===== src/rtl/seq_signed_divider_if.sv =====
// Handshake and operand/result bundle for the sequential signed divider.
// The master drives the request; the slave returns status and results.
interface seq_signed_divider_if #(
    parameter int WIDTH = 8
);
    logic             start;
    logic [WIDTH-1:0] dividend;
    logic [WIDTH-1:0] divisor;
    logic             busy;
    logic             done;
    logic [WIDTH-1:0] quotient;
    logic [WIDTH-1:0] remainder;
    logic             div_by_zero;
    logic             overflow;

    modport master (
        output start, dividend, divisor,
        input  busy, done, quotient, remainder, div_by_zero, overflow
    );

    modport slave (
        input  start, dividend, divisor,
        output busy, done, quotient, remainder, div_by_zero, overflow
    );
endinterface


===== src/rtl/seq_signed_divider.sv =====
// Iterative signed divider: sign-magnitude wrapper around a non-restoring
// shift/add-subtract core, one quotient bit per clock, fixed latency WIDTH+1.
module seq_signed_divider #(
    parameter int WIDTH = 8
) (
    input  logic                 clk,
    input  logic                 rst_n,
    seq_signed_divider_if.slave  bus
);
    localparam logic [1:0] S_IDLE = 2'd0;
    localparam logic [1:0] S_ITER = 2'd1;
    localparam logic [1:0] S_FIX  = 2'd2;

    localparam int             CW        = $clog2(WIDTH + 1);
    localparam logic [CW-1:0]  LAST_STEP = CW'(WIDTH - 1);
    localparam logic [WIDTH-1:0] MOST_NEG = {1'b1, {(WIDTH-1){1'b0}}};

    logic [1:0]       state_q, state_d;
    logic [WIDTH:0]   p_q, p_d;
    logic [WIDTH:0]   d_q, d_d;
    logic [WIDTH-1:0] q_q, q_d;
    logic [CW-1:0]    cnt_q, cnt_d;
    logic             neg_quot_q, neg_quot_d;
    logic             neg_rem_q, neg_rem_d;
    logic             dz_pend_q, dz_pend_d;
    logic             ov_pend_q, ov_pend_d;
    logic [WIDTH-1:0] quot_q, quot_d;
    logic [WIDTH-1:0] rem_q, rem_d;
    logic             dz_q, dz_d;
    logic             ov_q, ov_d;
    logic             done_q, done_d;

    logic             dvd_neg, dvs_neg;
    logic [WIDTH-1:0] dvd_mag, dvs_mag;
    logic [WIDTH:0]   p_shift, p_step;
    logic [WIDTH-1:0] p_corr;

    // WIDTH-bit unsigned magnitudes are enough: |most-negative| = 2^(WIDTH-1).
    assign dvd_neg = bus.dividend[WIDTH-1];
    assign dvs_neg = bus.divisor[WIDTH-1];
    assign dvd_mag = dvd_neg ? (~bus.dividend + 1'b1) : bus.dividend;
    assign dvs_mag = dvs_neg ? (~bus.divisor + 1'b1) : bus.divisor;

    assign p_shift = {p_q[WIDTH-1:0], q_q[WIDTH-1]};
    assign p_step  = p_q[WIDTH] ? (p_shift + d_q) : (p_shift - d_q);
    // Corrected remainder lies in [0, |divisor|), so the low WIDTH bits carry it.
    assign p_corr  = p_q[WIDTH-1:0] + (p_q[WIDTH] ? d_q[WIDTH-1:0] : '0);

    always_comb begin
        state_d    = state_q;
        p_d        = p_q;
        d_d        = d_q;
        q_d        = q_q;
        cnt_d      = cnt_q;
        neg_quot_d = neg_quot_q;
        neg_rem_d  = neg_rem_q;
        dz_pend_d  = dz_pend_q;
        ov_pend_d  = ov_pend_q;
        quot_d     = quot_q;
        rem_d      = rem_q;
        dz_d       = dz_q;
        ov_d       = ov_q;
        done_d     = 1'b0;

        case (state_q)
            S_IDLE: begin
                if (bus.start) begin
                    neg_quot_d = dvd_neg ^ dvs_neg;
                    neg_rem_d  = dvd_neg;
                    dz_pend_d  = (bus.divisor == '0);
                    ov_pend_d  = (bus.dividend == MOST_NEG) && (bus.divisor == '1);
                    p_d        = '0;
                    q_d        = dvd_mag;
                    d_d        = {1'b0, dvs_mag};
                    cnt_d      = '0;
                    dz_d       = 1'b0;
                    ov_d       = 1'b0;
                    state_d    = S_ITER;
                end
            end
            S_ITER: begin
                p_d   = p_step;
                q_d   = {q_q[WIDTH-2:0], ~p_step[WIDTH]};
                cnt_d = cnt_q + 1'b1;
                if (cnt_q == LAST_STEP) begin
                    state_d = S_FIX;
                end
            end
            S_FIX: begin
                // With a zero divisor P has simply absorbed |dividend|, so the
                // signed remainder falls out as the original dividend.
                quot_d  = dz_pend_q ? '1 : (neg_quot_q ? (~q_q + 1'b1) : q_q);
                rem_d   = neg_rem_q ? (~p_corr + 1'b1) : p_corr;
                p_d     = {1'b0, p_corr};
                dz_d    = dz_pend_q;
                ov_d    = ov_pend_q;
                done_d  = 1'b1;
                state_d = S_IDLE;
            end
            default: begin
                state_d = S_IDLE;
            end
        endcase
    end

    always_ff @(posedge clk or negedge rst_n) begin
        if (!rst_n) begin
            state_q    <= S_IDLE;
            p_q        <= '0;
            d_q        <= '0;
            q_q        <= '0;
            cnt_q      <= '0;
            neg_quot_q <= 1'b0;
            neg_rem_q  <= 1'b0;
            dz_pend_q  <= 1'b0;
            ov_pend_q  <= 1'b0;
            quot_q     <= '0;
            rem_q      <= '0;
            dz_q       <= 1'b0;
            ov_q       <= 1'b0;
            done_q     <= 1'b0;
        end else begin
            state_q    <= state_d;
            p_q        <= p_d;
            d_q        <= d_d;
            q_q        <= q_d;
            cnt_q      <= cnt_d;
            neg_quot_q <= neg_quot_d;
            neg_rem_q  <= neg_rem_d;
            dz_pend_q  <= dz_pend_d;
            ov_pend_q  <= ov_pend_d;
            quot_q     <= quot_d;
            rem_q      <= rem_d;
            dz_q       <= dz_d;
            ov_q       <= ov_d;
            done_q     <= done_d;
        end
    end

    assign bus.busy        = (state_q != S_IDLE);
    assign bus.done        = done_q;
    assign bus.quotient    = quot_q;
    assign bus.remainder   = rem_q;
    assign bus.div_by_zero = dz_q;
    assign bus.overflow    = ov_q;
endmodule


===== src/flat_wrapper.sv =====
// flat-port wrapper written by rule: the top's interface ports become plain ports
module seq_signed_divider_flat 
#(
    parameter int WIDTH = 8
)
  (clk, rst_n, bus_start, bus_dividend, bus_divisor, bus_busy, bus_done, bus_quotient, bus_remainder, bus_div_by_zero, bus_overflow);
  seq_signed_divider_if #(.WIDTH(WIDTH)) bus_i ();
  input  logic clk;
  input  logic rst_n;
  input wire logic [$bits(bus_i.start)-1:0] bus_start;
  input wire logic [$bits(bus_i.dividend)-1:0] bus_dividend;
  input wire logic [$bits(bus_i.divisor)-1:0] bus_divisor;
  output wire logic [$bits(bus_i.busy)-1:0] bus_busy;
  output wire logic [$bits(bus_i.done)-1:0] bus_done;
  output wire logic [$bits(bus_i.quotient)-1:0] bus_quotient;
  output wire logic [$bits(bus_i.remainder)-1:0] bus_remainder;
  output wire logic [$bits(bus_i.div_by_zero)-1:0] bus_div_by_zero;
  output wire logic [$bits(bus_i.overflow)-1:0] bus_overflow;
  assign bus_i.start = bus_start;
  assign bus_i.dividend = bus_dividend;
  assign bus_i.divisor = bus_divisor;
  assign bus_busy = bus_i.busy;
  assign bus_done = bus_i.done;
  assign bus_quotient = bus_i.quotient;
  assign bus_remainder = bus_i.remainder;
  assign bus_div_by_zero = bus_i.div_by_zero;
  assign bus_overflow = bus_i.overflow;
  seq_signed_divider #(.WIDTH(WIDTH)) u_core (.clk(clk), .rst_n(rst_n), .bus(bus_i));
endmodule

===== config.mk =====
export PLATFORM = sky130hd
export DESIGN_NAME = seq_signed_divider_flat
export DESIGN_NICKNAME = d
export VERILOG_FILES = /design/src/rtl/seq_signed_divider_if.sv /design/src/rtl/seq_signed_divider.sv /design/src/flat_wrapper.sv
export SDC_FILE = /design/constraint.sdc
export NUM_CORES = 1
export LEC_CHECK = 0
export CORE_MARGIN = 2
export CORE_UTILIZATION = 25
export DETAILED_ROUTE_END_ITERATION = 16
export PLACE_DENSITY = 0.38
export SLEW_MARGIN = 20
export SYNTH_ARGS = -nofsm -noshare
export SYNTH_HDL_FRONTEND = slang
export SYNTH_SLANG_ARGS = --single-unit
export TNS_END_PERCENT = 50

===== constraint.sdc =====
create_clock -name clk -period 8.55 [get_ports clk]
set_clock_uncertainty 0.2 [all_clocks]
set_input_delay 1.2825 -clock clk [delete_from_list [all_inputs] [get_ports clk]]
set_output_delay 1.2825 -clock clk [all_outputs]
set_load 0.005 [all_outputs]

==> reports/results.ini <==
[synth]
synthCells=434
postSynthRegisterBits=54
avgSynthCellArea_um2=8.70
ys_seq_area_frac=0.358
synth_area_um2=3780
synth-edff-count=0
synth_fp_nets=483
async_flop_share=1.00
synth-main-ff-cell=dfrtp_1
ys_warn_count=0
synth.distinct_cells=58

[sta]
finalCritPeriodShare=0.378
timing.fmax_ghz=0.309
tightest_slew_ps=1020
maxSlewViolCount=0
relSlewSlack=0.315
setup_viol=0
fin_tns_setup_ps=0
rsz0062_at_grt=no
period_minus_slack_ps=3230
hold_viol_final=0
setup_slack_ps=5320

[clocking]
cts_tree=built
clk_latency_ps=300
holdBufCountCts=0
cts_max_level=2
post_cts_resized=0
root_buffer=clkbuf_16
cts.sinks=54
cts_max_path_buffers=2
post_cts_buffers=0
numCtsBuffers=5
path_clk_slew_ps=70

[flow_run]
max-cap-violations=0

[global_route]
met1_usage=0.186
antenna_found_initial=0
grt_pass1_vias=3223
grtUsageMet3=0.0215
grt_max_degree=55
use_met2=0.215
grt_overflow=0
grt_usage=0.134
grt_pass1_wl_um=17100
grt_busiest_layer=met2

[detailed_routing]
drc=0
wl_um=10300
postRouteAntennaNets=0
vias_per_cell=4.78
wire_per_inst_um=15.9
num_vias=3091
dr.pass1.iters=4
drt_iter0_drc=125

[worst_setup_path]
cp.arrival_ps=1750
slowest_stage=clkdlybuf4s50_1
worstPathMaxFanout=5
cp_cell_sequence=inv_1 > ha_1 > inv_1 > clkdlybuf4s50_1
required_ps=7070
slowest_delay_ps=520
cp-start-kind=flip-flop
r2r_start=u_core.p_q[8]
r2r_setup_slack_ps=5360
setup.worst_path.end_class=output port
cp_common_cell=inv_1
critPathLaunch=u_core.state_q[0]
crit_type=reg2out

[floorplanning]
die_area_um2=16100
die_y_um=127
start_util=0.258
fp.coreArea_um2=14600
die_w_um=127
row_count=44
ios=39

[power]
power.share.sequential=0.306
leakage_uw=0.00200
peakVddDrop_v=0.000107
internal_power_uw=835
swShare=0.438
pwr-share-clk=0.139
power_switching_uw=651
power_density_nw_per_um2=333
share_comb_of_total_power=0.555

[final_layout]
num_antenna_cells=0
final_common_cell=dfrtp_1
layout.cells.non_filler=647
syn2layout_area_growth_pct=18.4
final_nets=512
drive_above_1_share=0.0497
final_cell_mix=54 x dfrtp_1, 50 x nor2_1, 43 x nand2_1

[hold_path]
min-delay-start=u_core.ov_pend_q
hold_class=reg2reg

[place]
gp_congestion=0.801
numPlacedInstances=640
dpl_worst_slack_ps=5210
post-dp-hpwl_um=7760
port_buffers=38

[run_status]
status=complete, no violations

==> worst paths after layout <==
path | to | cells past startpoint
worst max register to register | u_core.bus.remainder[7] | 10
worst min register to register | u_core.ov_pend_q | 2
worst max-delay path | bus_busy | 4
worst min-delay path | u_core.ov_pend_q | 2
max in group asynchronous | u_core.bus.remainder[3] | 2
min in group asynchronous | u_core.state_q[0] | 2
==> flip-flops by register name, indices dropped and copies added (netlist names) <==
register / count
u_core.p_q: 9
u_core.bus.quotient: 8
u_core.bus.remainder: 8
u_core.d_q: 8
u_core.q_q: 8
u_core.cnt_q: 4
u_core.state_q: 2
u_core.bus.div_by_zero: 1
u_core.bus.done: 1
u_core.bus.overflow: 1
u_core.dz_pend_q: 1
u_core.neg_quot_q: 1
u_core.neg_rem_q: 1
u_core.ov_pend_q: 1
==> power groups by stage <==
stage               Combinational, uW  Sequential [uW]  Clock, uW
floorplan                         597              421          0
global placement                  836              461          0
detailed placement                835              464          0
CTS                               840              459        217
global route                      946              477        225
finish                            826              455        206
==> worst max-delay path: cells and delay by family (launching register included) <==
| family | cells | cell delay, ps |
|---|---|---|
| buffers and inverters | 3 | 760 |
| DFF | 1 | 420 |
| adders and majority gates | 1 | 260 |
==> metrics by stage <==
step	hold WS, ps	utilization	power (uW)	area, um^2
finish	305	0.305	1490	4470
global route	334	0.305	1650	4470
CTS	312	0.305	1520	4470
detailed placement	295	0.296	1300	4330
global placement	301	0.296	1300	4330
floorplan	244	-	1020	3780
==> cells in the mapped netlist, drive strengths merged, types with 5 or more instances <==
cell type,number,area share
a21o,5,0.0099
a21oi,32,0.042
a22oi,5,0.0099
and2,9,0.015
buf,5,0.0050
clkbuf,14,0.014
dfrtp,54,0.36
ha,28,0.093
inv,20,0.020
nand2,43,0.043
nand4,6,0.0099
nor2,50,0.050
nor2b,5,0.0089
nor3,8,0.012
o21a,6,0.012
o21ai,33,0.044
o31ai,6,0.012
or3,5,0.0083
xnor2,23,0.053
xor2,15,0.035
==> final cells by class <==
class / instances / area [um^2]
Inverter: 20 / 75.1
Tap cell: 184 / 230
Clock buffer: 6 / 129
Multi-Input combinational cell: 341 / 2280
Clock inverter: 1 / 7.51
Sequential cell: 54 / 1350
Timing Repair Buffer: 41 / 398
Fill cell: 1584 / 10200
==> layer usage <==
layer / vias up / part of all wire
li1: 1582 / -
met1: 1457 / 0.51
met2: 40 / 0.45
met3: 12 / 0.025
met4: 0 / 0.018
met5: - / 0
==> cells by family after synthesis <==
logic type,after synthesis,synth area share
compound gates,117,0.205
simple gates,149,0.186
xor+xnor,38,0.0881
flops,54,0.358
buf+inv,39,0.0388
mux,7,0.0209
fa+ha+maj,30,0.103
Power figures use the tool's default switching activity.
